$ cat config.mk
export PLATFORM = sky130hd
export DESIGN_NAME = cmp_result_debouncer
export DESIGN_NICKNAME = d
export VERILOG_FILES = /design/src/rtl/cmp_pkg.sv /design/src/rtl/cmp_sat_counter.sv /design/src/rtl/cmp_result_debouncer.sv
export SDC_FILE = /design/constraint.sdc
export NUM_CORES = 1
export LEC_CHECK = 0
export BUFFER_PORTS_ARGS = -buffer_cell sky130_fd_sc_hd__buf_2
export CAP_MARGIN = 20
export CORE_MARGIN = 4
export CORE_UTILIZATION = 40
export DETAILED_ROUTE_END_ITERATION = 7
export PLACE_DENSITY = 0.65
export SYNTH_ARGS = -nofsm -noshare
export SYNTH_HDL_FRONTEND = slang
export SYNTH_SLANG_ARGS = --single-unit
$ cat constraint.sdc
create_clock -name clk -period 2.8 [get_ports clk]
set_clock_uncertainty 0.15 [all_clocks]
set_input_delay 0.56 -clock clk [delete_from_list [all_inputs] [get_ports clk]]
set_output_delay 0.56 -clock clk [all_outputs]
set_load 0.01 [all_outputs]
$ cat src/rtl/cmp_pkg.sv
// +--------------------------------------------------------------------+
// | cmp_pkg                                                            |
// | Relation encodings and one-hot classifier for the L/E/G debouncer. |
// | Revision: 1.0                                                      |
// +--------------------------------------------------------------------+
`default_nettype none

package cmp_pkg;

  typedef enum logic [1:0] {
    REL_EQ  = 2'b00,
    REL_LT  = 2'b01,
    REL_GT  = 2'b10,
    REL_UNK = 2'b11
  } rel_e;

  typedef struct packed {
    logic legal;
    rel_e rel;
  } cls_t;

  // Anything other than exactly one of L/E/G high is illegal and maps to UNKNOWN.
  function automatic cls_t classify(input logic l, input logic e, input logic g);
    cls_t c;
    c.legal = 1'b1;
    c.rel   = REL_UNK;
    case ({l, e, g})
      3'b100:  c.rel = REL_LT;
      3'b010:  c.rel = REL_EQ;
      3'b001:  c.rel = REL_GT;
      default: c.legal = 1'b0;
    endcase
    return c;
  endfunction

endpackage

`default_nettype wire

$ cat src/rtl/cmp_sat_counter.sv
// +--------------------------------------------------------------------+
// | cmp_sat_counter                                                    |
// | Saturating up-counter; synchronous clear has priority over inc.    |
// | Revision: 1.0                                                      |
// +--------------------------------------------------------------------+
`default_nettype none

module cmp_sat_counter #(
  parameter int W = 8
) (
  input  logic         clk,
  input  logic         rst_n,
  input  logic         inc,
  input  logic         clr,
  output logic [W-1:0] q
);

  logic [W-1:0] cnt_q;
  logic [W-1:0] cnt_d;

  always_comb begin
    cnt_d = cnt_q;
    if (clr) begin
      cnt_d = '0;
    end else if (inc && (cnt_q != {W{1'b1}})) begin
      cnt_d = cnt_q + 1'b1;
    end
  end

  always_ff @(posedge clk or negedge rst_n) begin
    if (!rst_n) begin
      cnt_q <= '0;
    end else begin
      cnt_q <= cnt_d;
    end
  end

  assign q = cnt_q;

endmodule

`default_nettype wire

$ cat src/rtl/cmp_result_debouncer.sv
// +--------------------------------------------------------------------+
// | cmp_result_debouncer                                               |
// | Commits an L/E/G relation after PERSIST identical valid samples.   |
// | Optional macro CMP_STICKY_ERR_EN: err_o sticky until clr/reset.    |
// | Revision: 1.0                                                      |
// +--------------------------------------------------------------------+
`default_nettype none

module cmp_result_debouncer
  import cmp_pkg::*;
#(
  parameter int PERSIST = 4,
  parameter int CNT_W   = 8
) (
  input  logic             clk,
  input  logic             rst_n,
  input  logic             in_valid,
  input  logic             L,
  input  logic             E,
  input  logic             G,
  input  logic             clr,
  output logic [1:0]       state_o,
  output logic             change_o,
  output logic [CNT_W-1:0] event_cnt,
  output logic             err_o
);

  localparam int RUN_W = $clog2(PERSIST + 1);
  localparam logic [RUN_W-1:0] RUN_DONE = RUN_W'(PERSIST);

  rel_e             state_q, state_d;
  rel_e             cand_q, cand_d;
  logic [RUN_W-1:0] run_q, run_d;
  logic             change_q, change_d;
  logic             err_q, err_d;

  cls_t             cls;
  logic [RUN_W-1:0] run_nxt;
  logic             illegal;
  logic             inc;

  always_comb begin
    cls      = classify(L, E, G);
    state_d  = state_q;
    cand_d   = cand_q;
    run_d    = run_q;
    run_nxt  = run_q;
    change_d = 1'b0;
    illegal  = 1'b0;
    inc      = 1'b0;

    if (in_valid) begin
      if (!cls.legal) begin
        illegal = 1'b1;
        run_d   = '0;
        cand_d  = REL_UNK;
      end else if (cls.rel == state_q) begin
        run_d  = '0;
        cand_d = REL_UNK;
      end else begin
        if (cls.rel == cand_q) begin
          run_nxt = run_q + 1'b1;
        end else begin
          cand_d  = cls.rel;
          run_nxt = RUN_W'(1);
        end

        // Leaving UNKNOWN is announced but not counted as a relation change.
        if (run_nxt == RUN_DONE) begin
          state_d  = cls.rel;
          change_d = 1'b1;
          run_d    = '0;
          cand_d   = REL_UNK;
          inc      = (state_q != REL_UNK);
        end else begin
          run_d = run_nxt;
        end
      end
    end

`ifdef CMP_STICKY_ERR_EN
    if (illegal) begin
      err_d = 1'b1;
    end else if (clr) begin
      err_d = 1'b0;
    end else begin
      err_d = err_q;
    end
`else
    err_d = illegal;
`endif
  end

  always_ff @(posedge clk or negedge rst_n) begin
    if (!rst_n) begin
      state_q  <= REL_UNK;
      cand_q   <= REL_UNK;
      run_q    <= '0;
      change_q <= 1'b0;
      err_q    <= 1'b0;
    end else begin
      state_q  <= state_d;
      cand_q   <= cand_d;
      run_q    <= run_d;
      change_q <= change_d;
      err_q    <= err_d;
    end
  end

  cmp_sat_counter #(
    .W (CNT_W)
  ) u_event_cnt (
    .clk   (clk),
    .rst_n (rst_n),
    .inc   (inc),
    .clr   (clr),
    .q     (event_cnt)
  );

  assign state_o  = state_q;
  assign change_o = change_q;
  assign err_o    = err_q;

endmodule

`default_nettype wire
After elaboration in Yosys (flattened, before gate mapping) --
Cells that the tools add are included.
Storage, ports and cells: register bits after elaboration 17, input port bits 7, output and inout port bits 12, word-level logic and storage cells 48
Cells by class: add/subtract/negate cells 2, equal/unequal tests 9, mux-type cells 25, bitwise operators 1, reduce and logical (&&, ||, !) cells 5
Operator list (count):
- 2-to-1 mux 3 bit | 7
- 2-to-1 mux 8 bit | 2
- 2-to-1 mux 1 bit | 11
- adder 8 x 1 -> 8 bit, second input constant | 1
- 2-to-1 mux 2 bit | 4
- inequality test 8 bit, second input constant | 1
- == test 3 bit, second input constant | 2
- one-hot mux 2 bit (3 select lines) | 1
- == test 2 bit | 2
- inequality test 4 x 3 -> 1 bit, second input constant | 1
- AND reduction 4 bit | 1
- adder 3 x 1 -> 3 bit, second input constant | 1
- == test 3 x 1 -> 1 bit, second input constant | 1
- == test 3 x 2 -> 1 bit, second input constant | 1
- OR reduction 3 bit | 1
- inequality test 2 bit, second input constant | 1
- AND reduction 2 bit | 1
- nonzero test 2 bit | 1
- logical AND 1 bit | 1
- inverter 1 bit | 1

Depth between registers and ports, before layout --
depth after elaboration 15, gate-level depth with buffers 7, gate-level depth less buffers 6

Cells and area by module --
A second synthesis with hierarchy kept.
Unflattened totals: cells, all modules 119, area total of the unflattened synthesis 1102.3 µm²
Modules (own cells, without submodules):
- cmp_result_debouncer | instances 1, cells each 70, area an instance 638.1 µm², sequential area each 230.2 µm²
- cmp_sat_counter | instances 1, cells each 49, area an instance 464.2 µm², sequential area each 200.2 µm²

Least setup slack after synthesis --
No wires, ideal clock.
kind input to register, start input E, end register u_event_cnt.cnt_q[3] (netlist: u_event_cnt.q[3]), setup time 0.128 ns, arrival time 2.078 ns, required time 2.522 ns, setup slack 0.444 ns, stages on the path 7, path buffers 2, cells stage by stage buf_2 > nand2b_1 > o22a_1 > o32a_1 > buf_2 > nor4_1 > mux2_1
Between the ends: word-level cells in the longest chain between the ends 14, elaborated cells between the ends (all ways) 19, those cells by class eq/ne: 6; mux: 10; reduce/logical: 3
RTL lines:
- from (decl) | RTL line cmp_result_debouncer.sv:19 | input logic E,
- == test 3 x 1 -> 1 bit, or another cell as far along | RTL line cmp_pkg.sv:27 | case ({l, e, g})
- one-hot mux 2 bit (3 select lines) | RTL line cmp_pkg.sv:27
- == test 2 bit | RTL line cmp_result_debouncer.sv:61 | if (cls.rel == cand_q) begin
- 2-to-1 mux 3 bit | RTL line cmp_result_debouncer.sv:61
- 2-to-1 mux 3 bit | RTL line cmp_result_debouncer.sv:57 | end else if (cls.rel == state_q) begin
- 2-to-1 mux 3 bit | RTL line cmp_result_debouncer.sv:53 | if (!cls.legal) begin
- 2-to-1 mux 3 bit | RTL line cmp_result_debouncer.sv:52 | if (in_valid) begin
- == test 3 bit | RTL line cmp_result_debouncer.sv:69 | if (run_nxt == RUN_DONE) begin
- 2-to-1 mux 1 bit | RTL line cmp_result_debouncer.sv:69
- 2-to-1 mux 1 bit | RTL line cmp_result_debouncer.sv:57
- 2-to-1 mux 1 bit (*) | RTL line cmp_result_debouncer.sv:53
- 2-to-1 mux 1 bit (*) | RTL line cmp_result_debouncer.sv:52
- logical AND 1 bit (*) | RTL line cmp_sat_counter.sv:25 | end else if (inc && (cnt_q != {W{1'b1}})) begin
- nonzero test 2 bit (no line) (*)
- to (signal assigned) | RTL line cmp_sat_counter.sv:34 | cnt_q <= cnt_d;
- to (decl) | RTL line cmp_sat_counter.sv:18 | logic [W-1:0] cnt_q;
Every way passes the cells marked *; elsewhere a longest branch is shown, timed or not. The select of a mux whose other input is x is not followed. A chain may end at the register's enable or synchronous reset.

Worst setup path in the final report --
start register run_q[0], end register u_event_cnt.cnt_q[5] (netlist: u_event_cnt.q[5])
Between the ends: word-level cells in the longest chain between the ends 12
RTL lines:
- from (decl) | RTL line cmp_result_debouncer.sv:33 | logic [RUN_W-1:0] run_q, run_d;
- from (signal assigned) | RTL line cmp_result_debouncer.sv:104 | run_q <= run_d;
- adder 3 x 1 -> 3 bit | RTL line cmp_result_debouncer.sv:62 | run_nxt = run_q + 1'b1;
- 2-to-1 mux 3 bit | RTL line cmp_result_debouncer.sv:61
- 2-to-1 mux 3 bit | RTL line cmp_result_debouncer.sv:57
- 2-to-1 mux 3 bit | RTL line cmp_result_debouncer.sv:53
- 2-to-1 mux 3 bit | RTL line cmp_result_debouncer.sv:52
- == test 3 bit | RTL line cmp_result_debouncer.sv:69
- 2-to-1 mux 1 bit | RTL line cmp_result_debouncer.sv:69
- 2-to-1 mux 1 bit | RTL line cmp_result_debouncer.sv:57
- 2-to-1 mux 1 bit | RTL line cmp_result_debouncer.sv:53
- 2-to-1 mux 1 bit | RTL line cmp_result_debouncer.sv:52
- logical AND 1 bit | RTL line cmp_sat_counter.sv:25
- nonzero test 2 bit (no line)
Every way passes these cells. The select of a mux whose other input is x is not followed.

==> flow_metrics.env <==
export IMPL_switching_share_pct=28.93
export IMPL_yosysWarnings=0
export IMPL_fillers=291
export IMPL_wl_per_cell_um=13.59
export IMPL_grt_setup_unrepaired="no"
export IMPL_synth_most_common_cell="dfrtp_1"
export IMPL_post_dp_hpwl_um=1771
export IMPL_outcome="complete, no violations"
export IMPL_dp_slack_ns=0.2122
export IMPL_yosysTopAreaCellShare_pct=27.69
export IMPL_max_cap_viol_count=0
export IMPL_fp_dieArea_sq_um=3868
export IMPL_clock_sinks=17
export IMPL_seq_power_share_pct=54.9
export IMPL_crit_path_start_kind="flop"
export IMPL_cts_path_max_buffers=2
export IMPL_track_usage_pct=12.82
export IMPL_viasPerCell=5.720
export IMPL_io_buffers=18
export IMPL_dr_total_vias=1001
export IMPL_synth_edf_count=0
export IMPL_grt_antenna_before_repair=0
export IMPL_grt_ovfl_total=0
export IMPL_drive_above_1_share_pct=20.14
export IMPL_drcViolationCount=0
export IMPL_crit_path_start="run_q[0]"
export IMPL_async_reset_ff_share_pct=100.0
export IMPL_hold_buffers=0
export IMPL_cts_root_buf="clkbuf_4"
export IMPL_synth_top_cell_by_area="dfrtp_1"
export IMPL_clock_fmax_mhz=404.5
export IMPL_regToRegEndpoint="u_event_cnt.q[5]"
export IMPL_arrival_ns=2.55
export IMPL_min_path_type="in -> async"
export IMPL_setup_violations_final=0
export IMPL_multi_input_area_sq_um=666.9
export IMPL_seq_area_frac_synth_pct=36.63
export IMPL_worst_slew_pin_transition_ns=0.5228
export IMPL_ys_ff_latch=17
export IMPL_drv_slew=0
export IMPL_nNetsFinal=154
export IMPL_synth_adder_area_share_pct=2.982
export IMPL_first_pass_iters=5
export IMPL_worstPathMaxFanout=6
export IMPL_first_iter_violations=104
export IMPL_p_clk_share_pct=28.0
export IMPL_grt_pass1_vias=958
export IMPL_die_height_um=62.20
export IMPL_grt_pass1_wl_um=4202
export IMPL_setup_ws_ns=0.3278
export IMPL_peakVddDrop_mv=0.2429
export IMPL_diodes=0
export IMPL_worst_skew_pair_late_latency_ns=0.29
export IMPL_synth_nets=140
export IMPL_pwr_density_cell_nw_per_um2=369.9
export IMPL_gp_congestion=0.7884
export IMPL_slew_headroom_pct=65.10
export IMPL_synthCells=131
export IMPL_synth_area_per_cell_sq_um=8.969
export IMPL_synth_mux_area_share_pct=8.307
export IMPL_synth_ff_type="dfrtp_1"
export IMPL_crit_end="u_event_cnt.q[5]"
export IMPL_synth_area_leaders="dfrtp_1 28%, dfstp_2 8.9%, mux2_1 3.8%"
export IMPL_crit_path_end_kind="flop"
export IMPL_cts_resized=0
export IMPL_wirelength_um=2378
export IMPL_start_util_pct=42.24
export IMPL_worst_setup_path_type="reg -> reg"
export IMPL_yosys_area_share_simple_pct=26.20
export IMPL_ios=19
export IMPL_htree_levels=1
export IMPL_seq_area_sq_um=430.4
export IMPL_setup_tns_final_ns=0
export IMPL_synth_top_family_by_area="simple AND/OR/NAND/NOR gates"
export IMPL_grt_max_degree=18
export IMPL_hold_viol_final=0
export IMPL_cts_buffers=3
export IMPL_die_x_um=62.20
export IMPL_r2r_start="run_q[0]"
export IMPL_syn_area_sq_um=1175
export IMPL_share_comb_of_total_power_pct=17.1
export IMPL_crit_required_ns=2.88
export IMPL_p_switching_uw=137.4
export IMPL_p_leak_nw=0.5831
export IMPL_area_delta_synth_final_pct=9.265
export IMPL_r2r_cells=6
export IMPL_layout_worst_path_cycle_share_pct=88.29
export IMPL_min_period_ns=2.472
export IMPL_rrSetupSlack_ns=0.33
export IMPL_cts_setup_buffers=0
export IMPL_clkTransAtPathRegs_ns=0.11
export IMPL_synthXorXnorAreaFrac_pct=2.236
export IMPL_synth_top_cells_by_count="13 x dfrtp_1, 8 x inv_1, 7 x nand2_1, 7 x nor2_1"
export IMPL_synth_distinct_cells=45
export IMPL_p_int_uw=337.5
export IMPL_rows=19
export IMPL_fp_coreArea_sq_um=2781
export IMPL_synth_compound_area_share_pct=17.04
export IMPL_antenna_left=0
export IMPL_cts_tree="done"
## registers in the layout (all words and copies together) (netlist names)
name and cells:
u_event_cnt.q 8, err_o 1, cand_q 2, change_o 1, state_o 2, run_q 3
## power groups by stage
stage / clock [mW] / sequential (mW) / combinational, mW
final: 0.133 / 0.261 / 0.0811
after global routing: 0.149 / 0.262 / 0.0920
after CTS: 0.138 / 0.261 / 0.0811
after detailed placement: 0 / 0.265 / 0.0811
after global placement: 0 / 0.265 / 0.0789
after floorplan: 0 / 0.261 / 0.0690
## placed cells by master, fill, tap and decap left out, types with 3 or more instances in the layout
master / n
nand3_1: 6
dfrtp_1: 13
dfstp_2: 4
buf_2: 18
nand2_1: 7
clkbuf_4: 3
nor4_1: 3
or4_1: 6
inv_1: 8
o31ai_1: 4
nor2_1: 7
nand2b_1: 6
a21oi_1: 5
nor2b_1: 6
o21ai_0: 4
mux2i_1: 3
mux2_1: 4
## metal layers
metal  up-vias  part of all wire, %  GRT usage, %
met3         2                  5.6         1.982
li1        507                    -             -
met1       467                   45         15.71
met2        25                   49         21.76
met5         -                    0             0
met4         0                 0.84         5.962
## final cells by class
cell class                      count  area share (%)
Clock buffer                        3           1.754
Clock inverter                      1          0.3899
Inverter                            8           2.339
Multi-Input combinational cell     97           51.95
Sequential cell                    17           33.53
Tap cell                           31           3.021
Timing Repair Buffer               18           7.018
## worst min-delay path by stage
stage	startpoint	to	cells after the start
6_report	rst_n	u_event_cnt.q[3]	1
3_3_place_gp	state_o[0]	state_o[0]	2
3_5_place_dp	state_o[0]	state_o[0]	2
5_1_grt	rst_n	u_event_cnt.q[5]	1
4_1_cts	rst_n	u_event_cnt.q[3]	1
2_1_floorplan	rst_n	change_o	0
## per-stage QoR
stage	area, sq um	power [mW]	utilization (%)	hold slack (ns)	instances
2_1_floorplan	1175	0.3298	-	0.1144	131
3_3_place_gp	1256	0.3439	45.16	0.3464	171
3_5_place_dp	1256	0.3464	45.16	0.3540	171
4_1_cts	1284	0.4799	46.15	0.02470	175
5_1_grt	1284	0.5034	46.15	0.04168	175
6_report	1284	0.4749	46.15	0.01923	175
## cell families after synthesis
logic type      Yosys count
xor+xnor                  3
compound gates           29
fa+ha+maj                 3
mux                       8
simple gates             54
flops                    17
buf+inv                  17
## critical path: stages, from the launching register on
cell     delay, ns
dfrtp_1       0.40
ha_1          0.32
nor2b_1       0.26
nand3_2       0.15
or4_1         0.55
or4_1         0.41
a21oi_1       0.17
Power figures use the tool's default switching activity.
